===== config.mk =====
export PLATFORM = sky130hd
export DESIGN_NAME = bitonic_merge4
export DESIGN_NICKNAME = d
export VERILOG_FILES = /design/src/rtl/bm_pkg.sv /design/src/rtl/bm_cas.sv /design/src/rtl/bitonic_merge4.sv
export SDC_FILE = /design/constraint.sdc
export NUM_CORES = 1
export LEC_CHECK = 0
export BUFFER_PORTS_ARGS = -buffer_cell sky130_fd_sc_hd__clkbuf_2
export CAP_MARGIN = 20
export CORE_AREA = 2 2 177 179
export DETAILED_ROUTE_END_ITERATION = 16
export DIE_AREA = 0 0 179 181
export GPL_TIMING_DRIVEN = 0
export HOLD_SLACK_MARGIN = 0.06
export PLACE_DENSITY_LB_ADDON = 0.1
export SKIP_CTS_REPAIR_TIMING = 1
export SLEW_MARGIN = 20
export SYNTH_ARGS = -nofsm -noshare
export SYNTH_HDL_FRONTEND = slang
export SYNTH_SLANG_ARGS = --single-unit

===== constraint.sdc =====
create_clock -name clk -period 6 [get_ports clk]
set_input_delay 0 -clock clk [delete_from_list [all_inputs] [get_ports clk]]
set_output_delay 0 -clock clk [all_outputs]
set_load 0.005 [all_outputs]

===== src/rtl/bm_pkg.sv =====
// Shared constants for the bitonic merge network: sort-direction encodings and default element width.
package bm_pkg;

    localparam logic DIR_ASC       = 1'b1;
    localparam logic DIR_DESC      = 1'b0;
    localparam int   BM_DATA_WIDTH = 32;

endpackage


===== src/rtl/bm_cas.sv =====
// Combinational compare-and-swap cell. Compare is unsigned unless BM4_SIGNED_EN is defined,
// in which case elements are treated as two's-complement.
module bm_cas
    import bm_pkg::*;
#(
    parameter int DATA_WIDTH = BM_DATA_WIDTH
) (
    input  logic [DATA_WIDTH-1:0] a,
    input  logic [DATA_WIDTH-1:0] b,
    input  logic                  dir,
    output logic [DATA_WIDTH-1:0] first,
    output logic [DATA_WIDTH-1:0] second
);

    logic a_gt_b;
    logic b_gt_a;
    logic swap;

`ifdef BM4_SIGNED_EN
    assign a_gt_b = $signed(a) > $signed(b);
    assign b_gt_a = $signed(b) > $signed(a);
`else
    assign a_gt_b = a > b;
    assign b_gt_a = b > a;
`endif

    // Equal operands never swap, so ties pass straight through.
    assign swap = (dir == DIR_ASC) ? a_gt_b : b_gt_a;

    always_comb begin
        first  = a;
        second = b;
        if (swap) begin
            first  = b;
            second = a;
        end
    end

endmodule


===== src/rtl/bitonic_merge4.sv =====
// Two-stage pipelined 4-element bitonic merger; direction travels with its sample.
// Optional build macro BM4_SIGNED_EN selects signed element compare.
module bitonic_merge4
    import bm_pkg::*;
#(
    parameter int DATA_WIDTH = BM_DATA_WIDTH
) (
    input  logic                  clk,
    input  logic                  rst,
    input  logic                  en,
    input  logic                  direction,
    input  logic [DATA_WIDTH-1:0] in1,
    input  logic [DATA_WIDTH-1:0] in2,
    input  logic [DATA_WIDTH-1:0] in3,
    input  logic [DATA_WIDTH-1:0] in4,
    output logic [DATA_WIDTH-1:0] o1,
    output logic [DATA_WIDTH-1:0] o2,
    output logic [DATA_WIDTH-1:0] o3,
    output logic [DATA_WIDTH-1:0] o4
);

    logic [DATA_WIDTH-1:0] s1_d, s2_d, s3_d, s4_d;
    logic [DATA_WIDTH-1:0] s1_q, s2_q, s3_q, s4_q;
    logic                  dir_s1_q;
    logic [DATA_WIDTH-1:0] o1_d, o2_d, o3_d, o4_d;
    logic [DATA_WIDTH-1:0] o1_q, o2_q, o3_q, o4_q;

    // Stage 1: compare elements half the sequence apart.
    bm_cas #(.DATA_WIDTH(DATA_WIDTH)) u_cas_13 (
        .a(in1), .b(in3), .dir(direction), .first(s1_d), .second(s3_d)
    );
    bm_cas #(.DATA_WIDTH(DATA_WIDTH)) u_cas_24 (
        .a(in2), .b(in4), .dir(direction), .first(s2_d), .second(s4_d)
    );

    // Stage 2: adjacent pairs, using the direction captured with this sample.
    bm_cas #(.DATA_WIDTH(DATA_WIDTH)) u_cas_12 (
        .a(s1_q), .b(s2_q), .dir(dir_s1_q), .first(o1_d), .second(o2_d)
    );
    bm_cas #(.DATA_WIDTH(DATA_WIDTH)) u_cas_34 (
        .a(s3_q), .b(s4_q), .dir(dir_s1_q), .first(o3_d), .second(o4_d)
    );

    always_ff @(posedge clk or negedge rst) begin
        if (!rst) begin
            s1_q     <= '0;
            s2_q     <= '0;
            s3_q     <= '0;
            s4_q     <= '0;
            dir_s1_q <= 1'b0;
            o1_q     <= '0;
            o2_q     <= '0;
            o3_q     <= '0;
            o4_q     <= '0;
        end else if (en) begin
            s1_q     <= s1_d;
            s2_q     <= s2_d;
            s3_q     <= s3_d;
            s4_q     <= s4_d;
            dir_s1_q <= direction;
            o1_q     <= o1_d;
            o2_q     <= o2_d;
            o3_q     <= o3_d;
            o4_q     <= o4_d;
        end
    end

    assign o1 = o1_q;
    assign o2 = o2_q;
    assign o3 = o3_q;
    assign o4 = o4_q;

endmodule


==> flow_results.xml <==
<?xml version="1.0" encoding="UTF-8"?>
<metrics>
  <group name="timing">
    <metric name="worst_slew_pin_slew" unit="ns">1.04</metric>
    <metric name="timing.hold.ws" unit="ns">0.0558</metric>
    <metric name="final_hold_vio_count" unit="">0</metric>
    <metric name="max_freq" unit="MHz">261</metric>
    <metric name="worst_slew_margin_relative_to_its_limit" unit="%">30.2</metric>
    <metric name="finalClockSkew" unit="ns">0.0211</metric>
    <metric name="setup_viol" unit="">0</metric>
    <metric name="post-route-min-period" unit="ns">3.84</metric>
    <metric name="report.final.slew_viol_count" unit="">0</metric>
    <metric name="grt_setup_unrepaired" unit="">no</metric>
    <metric name="final.period_utilization" unit="%">63.9</metric>
  </group>
  <group name="yosys">
    <metric name="yosysSeqAreaShare" unit="%">38.2</metric>
    <metric name="main_area_contributors_after_synthesis" unit="">sky130_fd_sc_hd__dfrtp_1 (38%), sky130_fd_sc_hd__o221ai_2 (11%), sky130_fd_sc_hd__ha_1 (9.5%), sky130_fd_sc_hd__o211ai_1 (6.0%), sky130_fd_sc_hd__inv_1 (5.7%)</metric>
    <metric name="ys_warn_count" unit="">0</metric>
    <metric name="yosysMostFrequentCell" unit="">sky130_fd_sc_hd__inv_1</metric>
    <metric name="syn_area" unit="um^2">16900</metric>
    <metric name="post_synth_top_flop" unit="">sky130_fd_sc_hd__dfrtp_1</metric>
    <metric name="synth_cells" unit="">1780</metric>
    <metric name="synthArstFlopShare" unit="%">100</metric>
    <metric name="synthesis.nets" unit="">2040</metric>
    <metric name="yosys.area.top_type_share" unit="%">38.2</metric>
    <metric name="post-synth-top-area-cell" unit="">sky130_fd_sc_hd__dfrtp_1</metric>
    <metric name="netlist_cell_types" unit="">45</metric>
    <metric name="postSynthRegisterBits" unit="">257</metric>
    <metric name="synth_edf_count" unit="">0</metric>
    <metric name="synthesis.area_per_instance" unit="um^2">9.47</metric>
    <metric name="ys_top_cells_by_count" unit="">sky130_fd_sc_hd__inv_1 (258), sky130_fd_sc_hd__dfrtp_1 (257), sky130_fd_sc_hd__nand2_1 (149)</metric>
  </group>
  <group name="power">
    <metric name="p_sw_share" unit="%">37.8</metric>
    <metric name="cellLeakagePower" unit="uW">0.00985</metric>
    <metric name="clockPowerShare" unit="%">28.6</metric>
    <metric name="pwr-share-comb" unit="%">36.5</metric>
    <metric name="power.ir.vdd_worst" unit="uV">289</metric>
    <metric name="power.switching" unit="uW">2670</metric>
    <metric name="p_int" unit="uW">4390</metric>
    <metric name="power.density" unit="nW/um^2">325</metric>
    <metric name="pwr-share-seq" unit="%">34.9</metric>
  </group>
  <group name="clock_tree">
    <metric name="cts_inserted_buffers" unit="">29</metric>
    <metric name="cts_tree" unit="">built</metric>
    <metric name="cts.clk_slew.worst_paths" unit="ns">0.06</metric>
    <metric name="clkLatencyLatePin" unit="ns">0.58</metric>
    <metric name="root_buffer" unit="">sky130_fd_sc_hd__clkbuf_16</metric>
    <metric name="cts_max_path_buffers" unit="">3</metric>
    <metric name="cts.sink_count" unit="">257</metric>
    <metric name="clock_tree.htree_level_count" unit="">1</metric>
  </group>
  <group name="global_route">
    <metric name="grt_usage" unit="%">39.9</metric>
    <metric name="grt_max_degree" unit="">72</metric>
    <metric name="first_global_vias" unit="">16100</metric>
    <metric name="antenna_violations_before_repair" unit="">1</metric>
    <metric name="grt_remaining_overflow" unit="">0</metric>
    <metric name="wire_length_of_the_first_global_routing_pass" unit="mm">96.9</metric>
  </group>
  <group name="place">
    <metric name="io_buffer_count" unit="">258</metric>
    <metric name="dp.cells" unit="">2437</metric>
    <metric name="detailedPlacementHpwl" unit="mm">51.3</metric>
    <metric name="globalplace.congestion" unit="">1.04</metric>
  </group>
  <group name="floorplanning">
    <metric name="top_level_ports" unit="">260</metric>
    <metric name="cell_rows" unit="">64</metric>
    <metric name="floorplan.core_area" unit="um^2">30300</metric>
    <metric name="die_x" unit="um">179</metric>
    <metric name="floorplan.die.height" unit="um">181</metric>
    <metric name="floorplan.initialDensity" unit="%">55.5</metric>
    <metric name="die-area" unit="um^2">32400</metric>
  </group>
  <group name="setup_path">
    <metric name="worstPathMaxFanout" unit="">10</metric>
    <metric name="critical_path_buf_inv_count" unit="">3</metric>
    <metric name="worstReg2RegEnd" unit="">o2[21]$_DFFE_PN0P_</metric>
    <metric name="worst_ep_required_time" unit="ns">6.48</metric>
    <metric name="reg2reg_setup_slack" unit="ns">2.16</metric>
    <metric name="worstPathArrival" unit="ns">4.32</metric>
    <metric name="endpoint_kind" unit="">flop</metric>
    <metric name="critical_path.top_delay_family" unit="">simple AND/OR/NAND/NOR gates</metric>
    <metric name="crit_path_slowest_cell" unit="">sky130_fd_sc_hd__nor4_1</metric>
    <metric name="start_kind" unit="">flop</metric>
    <metric name="setup.worst_path.end" unit="">o2[21]$_DFFE_PN0P_</metric>
    <metric name="reg2reg_depth" unit="">10</metric>
    <metric name="worstSetupPathDepth" unit="">10</metric>
    <metric name="critical_path.cell_chain" unit="">inv_1, ha_1, nand4_1, nor4_1, o41ai_1, a21oi_2, buf_2, buf_1, o211ai_1, o221ai_2</metric>
    <metric name="regToRegStartpoint" unit="">s1_q[31]$_DFFE_PN0P_</metric>
    <metric name="timing.setup.critical_path_class" unit="">flop to flop</metric>
    <metric name="cp_slowest_stage_delay" unit="ns">0.95</metric>
    <metric name="critPathLaunch" unit="">s1_q[31]$_DFFE_PN0P_</metric>
  </group>
  <group name="routing">
    <metric name="first_iter_violations" unit="">2063</metric>
    <metric name="drt-total-wl" unit="mm">69.2</metric>
    <metric name="dr.max_layer_used" unit="">met4</metric>
    <metric name="wl_met3" unit="mm">6.53</metric>
    <metric name="antenna_violating_nets_post_route" unit="">0</metric>
    <metric name="routedLengthMet1" unit="mm">26.2</metric>
    <metric name="wl_per_cell" unit="um">25.8</metric>
    <metric name="drt_drc_violations_left" unit="">0</metric>
    <metric name="detail_route.vias_per_cell" unit="">6.54</metric>
    <metric name="via_count" unit="">17600</metric>
    <metric name="drt_pass1_iterations" unit="">7</metric>
    <metric name="routed-wl-met2" unit="mm">31.1</metric>
  </group>
  <group name="status">
    <metric name="status" unit="">finished, final reports clean</metric>
  </group>
  <group name="min_path">
    <metric name="hold_path_class" unit="">input port to asynchronous set/reset pin</metric>
  </group>
  <group name="final_layout">
    <metric name="post_route_cells_drive_above_1_share" unit="%">21.7</metric>
    <metric name="finalNetCount" unit="">2527</metric>
    <metric name="areaGrowthSynthToFinish" unit="%">29.2</metric>
    <metric name="instances_no_fill" unit="">2687</metric>
  </group>
  <group name="flow_run">
    <metric name="max_cap_viol_count" unit="">0</metric>
  </group>
</metrics>
worst register-to-register path, stage by stage (launching register included):
cell and delay [ns]:
sky130_fd_sc_hd__dfrtp_1 0.39, sky130_fd_sc_hd__inv_1 0.12, sky130_fd_sc_hd__ha_1 0.34, sky130_fd_sc_hd__nand4_1 0.24
sky130_fd_sc_hd__nor4_1 0.95, sky130_fd_sc_hd__o41ai_1 0.27, sky130_fd_sc_hd__a21oi_2 0.37, sky130_fd_sc_hd__buf_2 0.30
sky130_fd_sc_hd__buf_1 0.50, sky130_fd_sc_hd__o211ai_1 0.20, sky130_fd_sc_hd__o221ai_2 0.10
metal layers:
layer | global-route usage, % | vias up
met4 | 25.6 | 0
met1 | 52.4 | 8439
met5 | 0 | -
li1 | - | 7635
met2 | 61.0 | 1205
met3 | 6.36 | 303
stage by stage:
step | setup WS (ns) | power [uW] | utilization [%] | setup TNS, ns | area, um^2
floorplan | 3.52 | 3810 | - | 0 | 16900
global route | 2.07 | 7380 | 71.7 | 0 | 21800
CTS | 2.47 | 6810 | 65.2 | 0 | 19800
detailed placement | 2.50 | 4810 | 61.7 | 0 | 18700
global placement | -0.517 | 4750 | 61.4 | -125.13 | 18600
finish | 2.16 | 7070 | 71.7 | 0 | 21800
area by class of cell:
cell class	instances	area, um^2
multi-input combinational	1106	8620
fill	2327	8580
sequential	257	6430
timing repair buffer	456	3350
inverter	258	968
buffer	159	830
clock buffer	37	816
tap	396	495
clock inverter	17	253
antenna	1	2.50
sequential cells by signal (all words and copies together) (netlist names), 32 cells and up:
| register | cells |
|---|---|
| s2_q | 32 |
| o4 | 32 |
| s3_q | 32 |
| o1 | 32 |
| o2 | 32 |
| s1_q | 32 |
| s4_q | 32 |
| o3 | 32 |
cell usage in the layout, fill, tap and decap left out, types with 55 or more instances in the layout:
master / instances
sky130_fd_sc_hd__nor2_1: 72
sky130_fd_sc_hd__clkbuf_1: 102
sky130_fd_sc_hd__o221ai_1: 72
sky130_fd_sc_hd__clkbuf_2: 257
sky130_fd_sc_hd__ha_1: 128
sky130_fd_sc_hd__o31a_1: 64
sky130_fd_sc_hd__o211ai_1: 134
sky130_fd_sc_hd__dfrtp_1: 257
sky130_fd_sc_hd__nand4_1: 91
sky130_fd_sc_hd__o221ai_2: 120
sky130_fd_sc_hd__dlygate4sd3_1: 194
sky130_fd_sc_hd__a21oi_1: 108
sky130_fd_sc_hd__inv_1: 258
sky130_fd_sc_hd__nand2_1: 149
sky130_fd_sc_hd__o21ai_0: 55
worst min path at each step:
stage / from / to / slack [ns]
3_5_place_dp: rst / o1[16]$_DFFE_PN0P_ / -0.01
2_1_floorplan: rst / dir_s1_q$_DFFE_PN0P_ / -0.30
6_report: rst / o1[16]$_DFFE_PN0P_ / 0.06
3_3_place_gp: in2[17] / s2_q[17]$_DFFE_PN0P_ / 0.30
5_1_grt: rst / o1[18]$_DFFE_PN0P_ / 0.09
4_1_cts: rst / o1[16]$_DFFE_PN0P_ / -0.59
power groups by stage:
stage | sequential [uW] | clock (uW) | combinational, uW
CTS | 2450 | 2010 | 2350
floorplan | 2380 | 0 | 1430
global route | 2490 | 2090 | 2800
finish | 2470 | 2020 | 2580
detailed placement | 2480 | 0 | 2330
global placement | 2470 | 0 | 2280
cell families (layout without fill, tap and decap cells):
logic type | after synthesis | after routing | synth area share [%]
flip-flops | 257 | 257 | 38.2
AO/OA/AOI/OAI | 613 | 613 | 31.3
other | 0 | 1 | 0
buffers and inverters | 417 | 927 | 10.7
AND/OR/NAND/NOR | 365 | 365 | 10.4
adder cells (fa/ha/maj) | 128 | 128 | 9.50
No activity file was read; power rests on OpenSTA's default activity.
